===== src/rtl/gp_reg_write_seq_if.sv =====
// gp_reg_write_seq_if: request handshake and register-bank bus of the write sequencer
// master: decode side (drives req_*, observes status and bus)
// slave : sequencer side (accepts req_*, drives req_ready, di, di_oe, w_clk, reg_n_rst, busy, err)
interface gp_reg_write_seq_if #(
  parameter int NUM_REGS = 4,
  parameter int DATA_W   = 8
);
  localparam int IDX_W = NUM_REGS > 1 ? $clog2(NUM_REGS) : 1;
  logic              req_valid;
  logic              req_ready;
  logic [IDX_W-1:0]  req_idx;
  logic [DATA_W-1:0] req_data;
  logic              req_clear;
  logic [DATA_W-1:0] di;
  logic              di_oe;
  logic [NUM_REGS-1:0] w_clk;
  logic              reg_n_rst;
  logic              busy;
  logic              err;
  modport master (output req_valid, req_idx, req_data, req_clear,
                  input  req_ready, di, di_oe, w_clk, reg_n_rst, busy, err);
  modport slave  (input  req_valid, req_idx, req_data, req_clear,
                  output req_ready, di, di_oe, w_clk, reg_n_rst, busy, err);
endinterface


===== src/rtl/gp_reg_write_seq.sv =====
// gp_reg_write_seq: queues register write/clear requests and sequences TTL-safe write cycles
// clk   : system clock, rising edge
// n_rst : synchronous active-low reset
// bus   : slave side of gp_reg_write_seq_if (req_* handshake in, di/di_oe/w_clk/reg_n_rst/busy/err out)
module gp_reg_write_seq #(
  parameter int NUM_REGS     = 4,
  parameter int DATA_W       = 8,
  parameter int FIFO_DEPTH   = 2,
  parameter int SETUP_CYCLES = 1,
  parameter int HOLD_CYCLES  = 1
) (
  input logic clk,
  input logic n_rst,
  gp_reg_write_seq_if.slave bus
);
  localparam int IDX_W = NUM_REGS > 1 ? $clog2(NUM_REGS) : 1;
  localparam int AW    = $clog2(FIFO_DEPTH);
  localparam int EW    = 1 + IDX_W + DATA_W;
  localparam int MAXC  = SETUP_CYCLES > HOLD_CYCLES ? SETUP_CYCLES : HOLD_CYCLES;
  localparam int CW    = $clog2(MAXC + 1);
  localparam logic [1:0] S_IDLE   = 2'd0;
  localparam logic [1:0] S_SETUP  = 2'd1;
  localparam logic [1:0] S_STROBE = 2'd2;
  localparam logic [1:0] S_HOLD   = 2'd3;
  logic [EW-1:0]       r_mem [FIFO_DEPTH];
  logic [AW:0]         r_wp, r_rp;
  logic                r_init;
  logic [1:0]          r_state;
  logic [CW-1:0]       r_cnt;
  logic                r_clr;
  logic [IDX_W-1:0]    r_idx;
  logic [DATA_W-1:0]   r_di;
  logic                r_di_oe;
  logic [NUM_REGS-1:0] r_w_clk;
  logic                r_reg_n_rst;
  logic                r_err;
  logic                w_empty, w_full, w_valid_idx, w_acc, w_push, w_pop;
  logic                w_setup_done, w_hold_done;
  logic [EW-1:0]       w_head;
  assign w_empty      = r_wp == r_rp;
  assign w_full       = (r_wp ^ r_rp) == {1'b1, {AW{1'b0}}};
  assign w_valid_idx  = 32'(bus.req_idx) < NUM_REGS;
  assign w_acc        = bus.req_valid & bus.req_ready;
  assign w_push       = w_acc & (bus.req_clear | w_valid_idx);
  assign w_setup_done = r_cnt == CW'(SETUP_CYCLES - 1);
  assign w_hold_done  = r_cnt == CW'(HOLD_CYCLES - 1);
  // Pop only when the bus is free: from IDLE, or at the end of HOLD for back-to-back cycles
  assign w_pop        = !w_empty & ((r_state == S_IDLE) | ((r_state == S_HOLD) & w_hold_done));
  assign w_head       = r_mem[r_rp[AW-1:0]];
  // r_init holds ready low for the cycle following a reset edge
  assign bus.req_ready = r_init & !w_full;
  assign bus.di        = r_di;
  assign bus.di_oe     = r_di_oe;
  assign bus.w_clk     = r_w_clk;
  assign bus.reg_n_rst = r_reg_n_rst;
  assign bus.err       = r_err;
  assign bus.busy      = (r_state != S_IDLE) | !w_empty;
  always_ff @(posedge clk)
    if (w_push) r_mem[r_wp[AW-1:0]] <= {bus.req_clear, bus.req_idx, bus.req_data};
  always_ff @(posedge clk) begin
    if (!n_rst) begin
      r_wp        <= '0;
      r_rp        <= '0;
      r_init      <= 1'b0;
      r_state     <= S_IDLE;
      r_cnt       <= '0;
      r_clr       <= 1'b0;
      r_idx       <= '0;
      r_di        <= '0;
      r_di_oe     <= 1'b0;
      r_w_clk     <= '0;
      r_reg_n_rst <= 1'b1;
      r_err       <= 1'b0;
    end else begin
      r_init <= 1'b1;
      r_err  <= w_acc & !bus.req_clear & !w_valid_idx;
      if (w_push) r_wp <= r_wp + 1'b1;
      if (w_pop) begin
        r_rp    <= r_rp + 1'b1;
        r_state <= S_SETUP;
        r_cnt   <= '0;
        r_clr   <= w_head[EW-1];
        r_idx   <= w_head[DATA_W +: IDX_W];
        r_di    <= w_head[EW-1] ? '0 : w_head[DATA_W-1:0];
        r_di_oe <= !w_head[EW-1];
      end else if (r_state == S_SETUP) begin
        if (w_setup_done) begin
          r_state     <= S_STROBE;
          r_w_clk     <= r_clr ? '0 : NUM_REGS'(1) << r_idx;
          r_reg_n_rst <= !r_clr;
        end else r_cnt <= r_cnt + 1'b1;
      end else if (r_state == S_STROBE) begin
        r_state     <= S_HOLD;
        r_cnt       <= '0;
        r_w_clk     <= '0;
        r_reg_n_rst <= 1'b1;
      end else if (r_state == S_HOLD) begin
        if (w_hold_done) begin
          r_state <= S_IDLE;
          r_di    <= '0;
          r_di_oe <= 1'b0;
        end else r_cnt <= r_cnt + 1'b1;
      end
    end
  end
endmodule


===== src/flat_wrapper.sv =====
// flat-port wrapper written by rule: the top's interface ports become plain ports
module gp_reg_write_seq_flat 
#(
  parameter int NUM_REGS     = 4,
  parameter int DATA_W       = 8,
  parameter int FIFO_DEPTH   = 2,
  parameter int SETUP_CYCLES = 1,
  parameter int HOLD_CYCLES  = 1
)
  (clk, n_rst, bus_req_valid, bus_req_idx, bus_req_data, bus_req_clear, bus_req_ready, bus_di, bus_di_oe, bus_w_clk, bus_reg_n_rst, bus_busy, bus_err);
  gp_reg_write_seq_if #(.NUM_REGS(NUM_REGS), .DATA_W(DATA_W)) bus_i ();
  input logic clk;
  input logic n_rst;
  input wire logic [$bits(bus_i.req_valid)-1:0] bus_req_valid;
  input wire logic [$bits(bus_i.req_idx)-1:0] bus_req_idx;
  input wire logic [$bits(bus_i.req_data)-1:0] bus_req_data;
  input wire logic [$bits(bus_i.req_clear)-1:0] bus_req_clear;
  output wire logic [$bits(bus_i.req_ready)-1:0] bus_req_ready;
  output wire logic [$bits(bus_i.di)-1:0] bus_di;
  output wire logic [$bits(bus_i.di_oe)-1:0] bus_di_oe;
  output wire logic [$bits(bus_i.w_clk)-1:0] bus_w_clk;
  output wire logic [$bits(bus_i.reg_n_rst)-1:0] bus_reg_n_rst;
  output wire logic [$bits(bus_i.busy)-1:0] bus_busy;
  output wire logic [$bits(bus_i.err)-1:0] bus_err;
  assign bus_i.req_valid = bus_req_valid;
  assign bus_i.req_idx = bus_req_idx;
  assign bus_i.req_data = bus_req_data;
  assign bus_i.req_clear = bus_req_clear;
  assign bus_req_ready = bus_i.req_ready;
  assign bus_di = bus_i.di;
  assign bus_di_oe = bus_i.di_oe;
  assign bus_w_clk = bus_i.w_clk;
  assign bus_reg_n_rst = bus_i.reg_n_rst;
  assign bus_busy = bus_i.busy;
  assign bus_err = bus_i.err;
  gp_reg_write_seq #(.NUM_REGS(NUM_REGS), .DATA_W(DATA_W), .FIFO_DEPTH(FIFO_DEPTH), .SETUP_CYCLES(SETUP_CYCLES), .HOLD_CYCLES(HOLD_CYCLES)) u_core (.clk(clk), .n_rst(n_rst), .bus(bus_i));
endmodule

===== config.mk =====
export PLATFORM = sky130hd
export DESIGN_NAME = gp_reg_write_seq_flat
export DESIGN_NICKNAME = d
export VERILOG_FILES = /design/src/rtl/gp_reg_write_seq_if.sv /design/src/rtl/gp_reg_write_seq.sv /design/src/flat_wrapper.sv
export SDC_FILE = /design/constraint.sdc
export NUM_CORES = 1
export LEC_CHECK = 0
export BUFFER_PORTS_ARGS = -buffer_cell sky130_fd_sc_hd__buf_2
export CORE_MARGIN = 3
export CORE_UTILIZATION = 49
export CTS_CLUSTER_DIAMETER = 120
export DETAILED_ROUTE_END_ITERATION = 10
export HOLD_SLACK_MARGIN = 0.12
export PLACE_DENSITY = 0.79
export SYNTH_ARGS = -nofsm -noshare
export SYNTH_HDL_FRONTEND = slang
export SYNTH_SLANG_ARGS = --single-unit
export TNS_END_PERCENT = 10

===== constraint.sdc =====
create_clock -name clk -period 2.1 [get_ports clk]
set_input_delay 0.42 -clock clk [delete_from_list [all_inputs] [get_ports clk]]
set_output_delay 0.42 -clock clk [all_outputs]
set_load 0.02 [all_outputs]

==> results.tsv <==
stage	metric	value	unit
timing	max_freq	0.517	GHz
floorplanning	design.die.area	4540	um^2
clock_tree	post_cts_buffers	0	
routing	ant_nets	0	
final_layout	final-seq-area	1160	um^2
placement	place.gp.congestion	0.716	
timing	slew-limit-headroom	55.3	%
worst_setup_path	cp_num_buf_inv	2	
yosys	ys_warn_count	0	
clock_tree	clockBufferDepth	2	
yosys	syn-num-nets	169	
worst_setup_path	cp-start-kind	flop	
clock_tree	insertion_delay	310	ps
clock_tree	cts_root_buf	clkbuf_8	
placement	port_buffers	29	
yosys	synthDistinctLibCells	33	
routing	drt-wirelength-per-cell	15.7	um
yosys	synth_top_area_share	35.7	%
worst_setup_path	arrival	2160	ps
worst_setup_path	cp_slowest_cell	nor3b_1	
worst_setup_path	setup.worst_path.end_class	flop	
timing	setup_slack	164	ps
routing	vias	1250	
final_layout	final_cell_mix	buf_2, dfxtp_1, edfxtp_1	
worst_setup_path	worstPathMaxFanout	10	
final_layout	area_delta_synth_final	16.0	%
routing	dr.pass1.iters	5	
power_and_ir_drop	peakVddDrop	520	uV
timing	drv_slew	0	
yosys	synth_area_leaders	edfxtp_1, dfxtp_1, mux2_2	
grt	grt_pass1_wl	5.86	mm
worst_setup_path	cp.required	2330	ps
routing	wirelength	3.64	mm
clock_tree	clk_pin_slew_worst_paths	80	ps
grt	grt_max_degree	22	
floorplanning	io_pins	31	
final_layout	nets	203	
floorplanning	die_w	67.4	um
routing	first_iter_violations	74	
final_layout	multi_input_area	631	um^2
final_layout	nFillCells	284	
placement	place_area	2050	um^2
timing	grt_setup_unrepaired	false	
job	drv_cap	0	
clock_tree	hold_buffers	0	
final_layout	layout_commonest_cell	buf_2	
grt	track_usage	18.3	%
timing	finalCritPeriodShare	92.2	%
clock_tree	clock_sinks	47	
floorplanning	start_util	52.9	%
worst_setup_path	worst-setup-path-type	flop to flop	
worst_setup_path	path_cells	inv_1 -> ha_1 -> inv_2 -> nor3b_1 -> or3b_1 -> a21oi_1	
run_status	outcome	complete, no violations	
power_and_ir_drop	power	0.00261	W
floorplanning	rows	21	
timing	worst_pin_slew	669	ps
worst_setup_path	cp_top_family	simple AND/OR/NAND/NOR gates	
clock_tree	cts_buffers	5	
worst_setup_path	slowest_delay	420	ps
grt	grt_pass1_vias	1305	
final_layout	design_area	2140	um^2
clock_tree	cts_resized	0	
floorplanning	core_region_area	3490	um^2
timing	fin_setup_tns	0	ps
yosys	synth_area	1850	um^2
timing	finalSetupViolCount	0	
power_and_ir_drop	p_leak	0.808	nW
timing	period_minus_slack	1940	ps
clock_tree	cts_tree	done	
final_layout	drive_above_1_share	29.6	%
final_layout	antenna_cells	0	
placement	dp_slack	202	ps
yosys	ys_seq_area_share	62.8	%
timing	skew	8.68	ps
routing	drc	0	
yosys	synthCells	151	
routing	vias_per_cell	5.39	
timing	finalHoldViolCount	0	
worst_hold_path	hold_class	input pin to flop	
yosys	ys_ff_latch	47	
clock_tree	htree_levels	2	
grt	antenna_found_initial	0	
yosys	syn_area_per_cell	12.2	um^2
power_and_ir_drop	p_per_area	1220	nW/um^2
yosys	synth_top_cell_by_area	edfxtp_1	
timing	whs	284	ps
grt	grt.overflow.total	0	
floorplanning	die_h	67.4	um
placement	dp_hpwl	2.58	mm
layout make-up:
type / count / share of cell area, %
Sequential cell: 47 / 54.1
Multi-Input combinational cell: 92 / 29.4
Tap cell: 46 / 2.68
Clock inverter: 2 / 0.525
Timing Repair Buffer: 34 / 8.52
Inverter: 5 / 0.875
Clock buffer: 6 / 3.85
power breakdown:
group | internal [W] | total (W) | switching (W)
clock network | 0.000263 | 0.000556 | 0.000294
logic | 0.000316 | 0.000831 | 0.000515
registers | 0.00110 | 0.00122 | 0.000120
total | 0.00168 | 0.00261 | 0.000929
cell usage after synthesis:
cell / n
a211oi_1: 3
a21oi_1: 14
a221oi_1: 1
a32oi_1: 1
buf_4: 1
buf_8: 1
clkbuf_1: 4
clkbuf_2: 1
conb_1: 1
dfxtp_1: 25
edfxtp_1: 22
ha_1: 4
inv_1: 4
inv_2: 1
mux2_2: 8
mux2i_1: 3
nand2_1: 6
nand2b_1: 1
nand3_1: 9
nand3b_1: 2
nor2_1: 11
nor3_1: 1
nor3_2: 1
nor3b_1: 1
o211ai_1: 2
o21a_1: 2
o21a_4: 1
o21ai_0: 12
o31ai_1: 1
or3b_1: 1
xnor2_1: 3
xor2_1: 1
xor2_2: 2
registers in the layout, summed over array words and instances (netlist names), named ones only:
name / cells
u_core.bus.di: 8
u_core.bus.di_oe: 1
u_core.bus.reg_n_rst: 1
u_core.bus.w_clk: 4
u_core.r_clr: 1
u_core.r_idx: 2
u_core.r_init: 1
u_core.r_mem: 22
u_core.r_rp: 2
u_core.r_state: 2
u_core.r_wp: 2
worst paths after layout:
| path | slack, ps | cells past startpoint | startpoint | end |
|---|---|---|---|---|
| worst max-delay path | 160 | 6 | u_core.r_state[0] | u_core.bus.w_clk[0] |
| worst min register to register | 480 | 2 | u_core.bus.w_clk[0] | u_core.bus.w_clk[0] |
| worst max register to register | 160 | 6 | u_core.r_state[0] | u_core.bus.w_clk[0] |
| worst min-delay path | 280 | 1 | n_rst | u_core.r_init |
stage by stage:
step	util (%)	instances
final	61.4	232
after global routing	61.4	232
after CTS	61.4	232
after detailed placement	58.7	224
after global placement	58.7	224
after floorplan	-	151
cell families (layout without fill, tap and decap cells):
logic type,count (synthesis),count (layout),synth area share (%)
flops,47,47,62.8
mux,11,11,6.50
xor+xnor,6,6,3.66
compound gates,37,37,12.1
simple gates,33,33,8.73
buf+inv,12,47,3.32
fa+ha+maj,4,4,2.71
other cells,1,1,0.203
routing by layer:
layer	share of wire [%]	global-route usage, %	vias to the layer above
met5	0	0	-
met4	3.9	13.4	0
met3	5.3	4.33	13
met2	53	31.8	39
met1	38	19.2	593
li1	-	-	605
Power figures use the tool's default switching activity.
